--- config.mk ---
export PLATFORM = sky130hd
export DESIGN_NAME = multicycle_controller
export DESIGN_NICKNAME = d
export VERILOG_FILES = /design/src/rtl/multicycle_controller.sv
export SDC_FILE = /design/constraint.sdc
export NUM_CORES = 1
export LEC_CHECK = 0
export ABC_AREA = 1
export CAP_MARGIN = 10
export CORE_MARGIN = 1
export CORE_UTILIZATION = 36
export CTS_CLUSTER_SIZE = 25
export DETAILED_ROUTE_END_ITERATION = 10
export PLACE_DENSITY = 0.79
export SLEW_MARGIN = 20
export SYNTH_ARGS = -nofsm -noshare
export SYNTH_HDL_FRONTEND = slang
export SYNTH_SLANG_ARGS = --single-unit
--- constraint.sdc ---
create_clock -name clk -period 1.3 [get_ports clk]
set_input_delay 0.325 -clock clk [delete_from_list [all_inputs] [get_ports clk]]
set_output_delay 0.325 -clock clk [all_outputs]
set_load 0.005 [all_outputs]
--- src/rtl/multicycle_controller.sv ---
// rtl/multicycle_controller.sv - multi-cycle control FSM for the RV32I-subset datapath
//
// Sequences the instruction register, PC, memory and register-file write
// enables for lw, sw, R-type add/sub/and/or, I-type addi/andi/ori and beq.
// It also drives the shared ALU operation select and the operand, result
// and address muxes.
//
// Ports:
//   clk, rst         clock, synchronous active-high reset
//   opcode, funct3   instruction fields from the instruction register
//   funct7b5         instr[30], selects sub for R-type funct3=000
//   zero             ALU zero flag, used only in BEQ
//   alu_inst         00 add, 01 sub, 10 and, 11 or
//   alu_src_a/b      ALU operand selects
//   result_src       00 alu_out reg, 01 memory data reg, 10 ALU result
//   imm_src          immediate format, 00 I, 01 S, 10 B
//   adr_src          memory address select, 0 pc, 1 result
//   ir_write, pc_write, mem_write, reg_write   write enables
//   illegal_inst     one-cycle pulse in DECODE of an unsupported instruction
//   state            current state code
module multicycle_controller (
    input  logic       clk,
    input  logic       rst,
    input  logic [6:0] opcode,
    input  logic [2:0] funct3,
    input  logic       funct7b5,
    input  logic       zero,
    output logic [1:0] alu_inst,
    output logic [1:0] alu_src_a,
    output logic [1:0] alu_src_b,
    output logic [1:0] result_src,
    output logic [1:0] imm_src,
    output logic       adr_src,
    output logic       ir_write,
    output logic       pc_write,
    output logic       mem_write,
    output logic       reg_write,
    output logic       illegal_inst,
    output logic [3:0] state
);

    typedef enum logic [3:0] {
        S_FETCH    = 4'd0,
        S_DECODE   = 4'd1,
        S_MEMADR   = 4'd2,
        S_MEMREAD  = 4'd3,
        S_MEMWB    = 4'd4,
        S_MEMWRITE = 4'd5,
        S_EXECUTER = 4'd6,
        S_EXECUTEI = 4'd7,
        S_ALUWB    = 4'd8,
        S_BEQ      = 4'd9
    } state_t;

    localparam logic [6:0] OP_LW  = 7'b0000011;
    localparam logic [6:0] OP_SW  = 7'b0100011;
    localparam logic [6:0] OP_R   = 7'b0110011;
    localparam logic [6:0] OP_I   = 7'b0010011;
    localparam logic [6:0] OP_BEQ = 7'b1100011;

    state_t state_q;
    state_t state_d;

    logic [1:0] r_alu;
    logic       r_ok;
    logic [1:0] i_alu;
    logic       i_ok;

    // ALU operation decode for register and immediate arithmetic.
    always_comb begin
        r_alu = 2'b00;
        r_ok  = 1'b1;
        i_alu = 2'b00;
        i_ok  = 1'b1;
        case (funct3)
            3'b000: begin
                r_alu = funct7b5 ? 2'b01 : 2'b00;
                i_alu = 2'b00;
            end
            3'b111: begin
                r_alu = 2'b10;
                i_alu = 2'b10;
            end
            3'b110: begin
                r_alu = 2'b11;
                i_alu = 2'b11;
            end
            default: begin
                r_ok = 1'b0;
                i_ok = 1'b0;
            end
        endcase
    end

    always_comb begin
        case (opcode)
            OP_SW:   imm_src = 2'b01;
            OP_BEQ:  imm_src = 2'b10;
            default: imm_src = 2'b00;
        endcase
    end

    always_comb begin
        state_d      = S_FETCH;
        alu_inst     = 2'b00;
        alu_src_a    = 2'b00;
        alu_src_b    = 2'b00;
        result_src   = 2'b00;
        adr_src      = 1'b0;
        ir_write     = 1'b0;
        pc_write     = 1'b0;
        mem_write    = 1'b0;
        reg_write    = 1'b0;
        illegal_inst = 1'b0;
        case (state_q)
            S_FETCH: begin
                ir_write   = 1'b1;
                pc_write   = 1'b1;
                alu_src_b  = 2'b10;
                result_src = 2'b10;
                state_d    = S_DECODE;
            end
            S_DECODE: begin
                // Adds old_pc + imm so the branch target is ready for BEQ.
                alu_src_a = 2'b01;
                alu_src_b = 2'b01;
                case (opcode)
                    OP_LW, OP_SW: state_d = S_MEMADR;
                    OP_R: begin
                        if (r_ok) state_d = S_EXECUTER;
                        else      illegal_inst = 1'b1;
                    end
                    OP_I: begin
                        if (i_ok) state_d = S_EXECUTEI;
                        else      illegal_inst = 1'b1;
                    end
                    OP_BEQ:  state_d = S_BEQ;
                    default: illegal_inst = 1'b1;
                endcase
            end
            S_MEMADR: begin
                alu_src_a = 2'b10;
                alu_src_b = 2'b01;
                state_d   = (opcode == OP_LW) ? S_MEMREAD : S_MEMWRITE;
            end
            S_MEMREAD: begin
                adr_src = 1'b1;
                state_d = S_MEMWB;
            end
            S_MEMWB: begin
                result_src = 2'b01;
                reg_write  = 1'b1;
            end
            S_MEMWRITE: begin
                adr_src   = 1'b1;
                mem_write = 1'b1;
            end
            S_EXECUTER: begin
                alu_src_a = 2'b10;
                alu_inst  = r_alu;
                state_d   = S_ALUWB;
            end
            S_EXECUTEI: begin
                alu_src_a = 2'b10;
                alu_src_b = 2'b01;
                alu_inst  = i_alu;
                state_d   = S_ALUWB;
            end
            S_ALUWB: begin
                reg_write = 1'b1;
            end
            S_BEQ: begin
                alu_src_a = 2'b10;
                alu_inst  = 2'b01;
                pc_write  = zero;
            end
            default: state_d = S_FETCH;
        endcase

        // While in reset present the FETCH selects but keep every write off,
        // so nothing in the datapath changes until reset is released.
        if (rst) begin
            alu_inst     = 2'b00;
            alu_src_a    = 2'b00;
            alu_src_b    = 2'b10;
            result_src   = 2'b10;
            adr_src      = 1'b0;
            ir_write     = 1'b0;
            pc_write     = 1'b0;
            mem_write    = 1'b0;
            reg_write    = 1'b0;
            illegal_inst = 1'b0;
        end
    end

    always_ff @(posedge clk) begin
        if (rst) state_q <= S_FETCH;
        else     state_q <= state_d;
    end

    assign state = state_q;

endmodule

==> results.yml, run 1 <==
status:
  run_status: "did not finish"
  haltStage: "global routing"
  firstError: "[ERROR GRT-0116] Global routing finished with congestion. Check the congestion regions in the DRC Viewer."
grt:
  grt_pass1_vias: 1124
  grt_pass1_wl_mm: 5.844
  grt_overflow: 2
  grt_usage: 0.5572
  grt_max_degree: 9
synthesis:
  yosys_most_used_dff: "dfxtp_1"
  avgSynthCellArea_um2: 5.451
  synth_top_area_frac: 0.1773
  async_flop_share: 0
  synth_seq_area_share: 0.1455
  synth.ff_latch_count: 4
  synth-edff-count: 0
  synth_cells: 101
  synth_commonest_cells: "nand2_1, nor2_1, inv_1"
  yosysMostFrequentCell: "nand2_1"
  synth_fp_nets: 115
  synth_cell_types: 24
  yosys_warnings: 0
  syn_area_um2: 550.5
  yosysTopAreaCell: "nand2_1"
  synth_area_leaders: "nand2_1, dfxtp_1, nor2_1"
placement:
  post-place-ws_ns: -0.8199
  dp_hpwl_mm: 1.684
  port_buffers: 33
  gp_congestion: 0.8285
floorplan:
  die_height_um: 41.11
  start_util: 0.4029
  die_w_um: 41.11
  top_level_ports: 34
  fp-row-count: 13
cts:
  numCtsBuffers: 3
  cts_max_level: 1
  cts_root_buf: "clkbuf_4"
  clockBufferDepth: 2
  clkSinkCount: 4
  cts_hold_buffers: 0
## timing repair
action / in CTS
setup buffers: 16
gates resized for setup: 143
endpoints found under the setup margin: 22
pin swaps: 19
## logic make-up after synthesis
| group | Yosys count | share of synthesized area |
|---|---|---|
| AND/OR/NAND/NOR | 62 | 0.5432 |
| flip-flops | 4 | 0.1455 |
| buffers and inverters | 21 | 0.1682 |
| AO/OA/AOI/OAI | 14 | 0.1432 |
## stage by stage
step | hold slack (ns) | area, um^2 | instances
4_1_cts | 0.6124 | 1257 | 189
3_5_place_dp | 0.6837 | 1070 | 170
3_3_place_gp | 0.6482 | 1070 | 170
2_1_floorplan | 0.5263 | 550.5 | 101
## layer usage
layer | GRT overflow | track usage
met2 | 1 | 0.6797
met1 | 0 | 0.6070
met3 | 0 | 0.3859
met5 | 0 | 0
met4 | 1 | 0.5403
==> run 2, diff against run 1 <==
--- a/config.mk
+++ b/config.mk
@@ -7,11 +7,10 @@
 export LEC_CHECK = 0
 export ABC_AREA = 1
 export CAP_MARGIN = 10
-export CORE_MARGIN = 1
-export CORE_UTILIZATION = 36
-export CTS_CLUSTER_SIZE = 25
+export CORE_AREA = 2 2 63 65
 export DETAILED_ROUTE_END_ITERATION = 10
-export PLACE_DENSITY = 0.79
+export DIE_AREA = 0 0 65 67
+export PLACE_DENSITY_LB_ADDON = 0.15
 export SLEW_MARGIN = 20
 export SYNTH_ARGS = -nofsm -noshare
 export SYNTH_HDL_FRONTEND = slang
==> results.yml, run 2 <==
synthesis:
  avgSynthCellArea_um2: 5.451
  synth_cells: 101
  synth_commonest_cells: "nand2_1, nor2_1, inv_1"
  yosys_most_used_dff: "dfxtp_1"
  synth_seq_area_share: 0.1455
  synth_area_leaders: "nand2_1, dfxtp_1, nor2_1"
  yosys_warnings: 0
  synth_fp_nets: 115
  yosysTopAreaCell: "nand2_1"
  yosysMostFrequentCell: "nand2_1"
  async_flop_share: 0
  synth-edff-count: 0
  synth_cell_types: 24
  syn_area_um2: 550.5
  synth_top_area_frac: 0.1773
  synth.ff_latch_count: 4
routing:
  met3_length_um: 99
  drt_iter0_markers: 32
  num_vias: 985
  drt-met1-wl_mm: 1.078
  post_drt_via_cell_ratio: 4.037
  drt_first_pass_iters: 3
  drt_wl_total_mm: 2.601
  routedWlPerCell_um: 10.66
  drc: 0
  antenna_left: 0
  route.met2.wl_mm: 1.423
  top_layer_used: "met3"
critical_path:
  cp_data_required_time_ns: 0.98
  worstRegToRegCells: 11
  critPathKind: "flop to primary output"
  cp-end-kind: "primary output"
  cp_max_fo: 4
  worstSetupStartpointType: "flop"
  crit_arrival_ns: 1.33
floorplan:
  start_util: 0.1527
  dieArea_um2: 4355
  die_height_um: 67
  core_um2: 3606
  top_level_ports: 34
  fp-row-count: 22
  die_w_um: 65
grt:
  grt_max_degree: 7
  grt_usage: 0.1216
  grt_overflow: 0
  grt_antenna_before_repair: 0
  grt_pass1_vias: 1017
  grt_pass1_wl_mm: 4.209
power:
  p_per_area_nw_per_um2: 404.8
  p_leak_nw: 0.8098
  power_mw: 0.6457
  ir_drop_mv: 0.1996
cts:
  clockBufferDepth: 2
  cts_root_buf: "clkbuf_8"
  cts_hold_buffers: 0
  cts_tree: "built"
  numCtsBuffers: 3
  clkSinkCount: 4
  cts_max_level: 1
  clk_pin_slew_worst_paths_ns: 0.03
  clkLatencyLatePin_ns: 0.21
sta:
  fin_ws_ns: -0.3525
  slew_headroom: 0.8288
  slew_viol_final: 0
  fin_crit_sh: 1.271
  rsz0062_at_grt: "true"
  finClkSkew_ns: 0.002756
  worst_pin_slew_ns: 0.2556
  finalCriticalPeriod_ns: 1.653
  hold_viol: 0
  finalSetupViolCount: 16
  fmax_ghz: 0.6051
placement:
  gp_congestion: 0.8087
  dp.cells: 209
  placed_area_um2: 1144
  dp_hpwl_mm: 1.655
  port_buffers: 33
hold_path:
  holdPathStages: 5
  hold_path_class: "input port to flop"
layout:
  final_cell_area_um2: 1595
  fill_cells: 363
  utilization: 0.4424
  diodes: 0
  multi_input_area_um2: 534.3
  largest_reg_flops: 4
  drive_above_1_share: 0.7296
  area_growth_pct: 189.8
  mostFrequentLayoutCells: "buf_4, buf_6, buf_2"
  final_cells: 244
  nNetsFinal: 212
  layout.cells.most_common: "buf_4"
  seqCellArea_um2: 95.09
run:
  max-cap-violations: 0
status:
  failed_checks: "negative setup slack"
  run_status: "finished, violations left"
==> run 2: kinds of logic (layout without fill, tap and decap cells) <==
family                 Yosys count  after routing  synth area share
buffers and inverters           21            116            0.1682
AOI/OAI and AO/OA               14             14            0.1432
DFF                              4              4            0.1455
and+or+nand+nor                 62             62            0.5432
==> run 2: report_power, final <==
group | internal, mW | total, mW | switching (mW)
combinational | 0.153 | 0.271 | 0.118
sequential | 0.120 | 0.124 | 0.00409
clock | 0.196 | 0.251 | 0.0543
==> run 2: stage by stage <==
stage          setup slack (ns)  hold slack (ns)  setup TNS (ns)
3_3_place_gp            -0.8012           0.6497          -12.58
5_1_grt                 -0.3991           0.5755          -4.602
2_1_floorplan          0.003465           0.5263               0
6_report                -0.3525           0.5636          -3.669
4_1_cts                 -0.3489           0.5584          -3.967
3_5_place_dp            -0.8177           0.6537          -12.71
==> run 2: final timing paths <==
check | start | endpoint | slack (ns)
setup reg to reg | state[2]$_SDFF_PP0_ | state[2]$_SDFF_PP0_ | -0.07
hold / removal | funct3[2] | state[1]$_SDFF_PP0_ | 0.56
setup / recovery | state[0]$_SDFF_PP0_ | alu_src_b[0] | -0.35
hold reg to reg | state[2]$_SDFF_PP0_ | state[1]$_SDFF_PP0_ | 0.71
==> run 2: cell type report <==
type,instances,share of cell area
clock buffer,3,0.02588
multi-input combinational,76,0.3349
sequential,4,0.05961
tap,48,0.03765
timing repair buffer,95,0.4918
inverter,18,0.05020
==> run 2: worst max-delay path, cell delays in order (launching register included) <==
cell	delay (ns)
dfxtp_4	0.35
buf_6	0.12
nor3_4	0.21
buf_6	0.13
a21oi_2	0.03
a21oi_2	0.14
buf_2	0.13
==> run 2: metal layers <==
layer	GRT usage	up-vias
li1	-	510
met1	0.1345	454
met2	0.2384	21
met3	0.02196	0
met4	0.02660	0
met5	0	-
==> run 2: timing repair <==
action / 4_1_cts / 5_1_grt
gates resized for setup: 174 / 20
pin swaps: 20 / 26
hold endpoints to repair: 0 / 0
setup endpoints to repair: 24 / 18
setup buffers: 32 / 6
cloned: 0 / 0
Power figures use the tool's default switching activity.
==> run 3, diff against run 2 <==
--- a/config.mk
+++ b/config.mk
@@ -10,6 +10,7 @@
 export CORE_AREA = 2 2 63 65
 export DETAILED_ROUTE_END_ITERATION = 10
 export DIE_AREA = 0 0 65 67
+export MAX_ROUTING_LAYER = met4
 export PLACE_DENSITY_LB_ADDON = 0.15
 export SLEW_MARGIN = 20
 export SYNTH_ARGS = -nofsm -noshare
==> results of run 3 <==
No change in the layout: final DEF, timing and power equal those of run 2.
Among the figures that moved: final weighted congestion in routability-driven placement 0.8087 -> 0.8205; overall routing resource usage 0.1216 -> 0.1248; violation count after the first detailed-route iteration 32 -> 31
==> run 4, diff against run 3 <==
--- a/config.mk
+++ b/config.mk
@@ -8,6 +8,7 @@
 export ABC_AREA = 1
 export CAP_MARGIN = 10
 export CORE_AREA = 2 2 63 65
+export CTS_CLUSTER_SIZE = 40
 export DETAILED_ROUTE_END_ITERATION = 10
 export DIE_AREA = 0 0 65 67
 export MAX_ROUTING_LAYER = met4
==> results of run 4 <==
No change in the layout: final DEF, timing and power equal those of run 2.
Among the figures that moved: final weighted congestion in routability-driven placement 0.8087 -> 0.8205; overall routing resource usage 0.1216 -> 0.1248; violation count after the first detailed-route iteration 32 -> 31
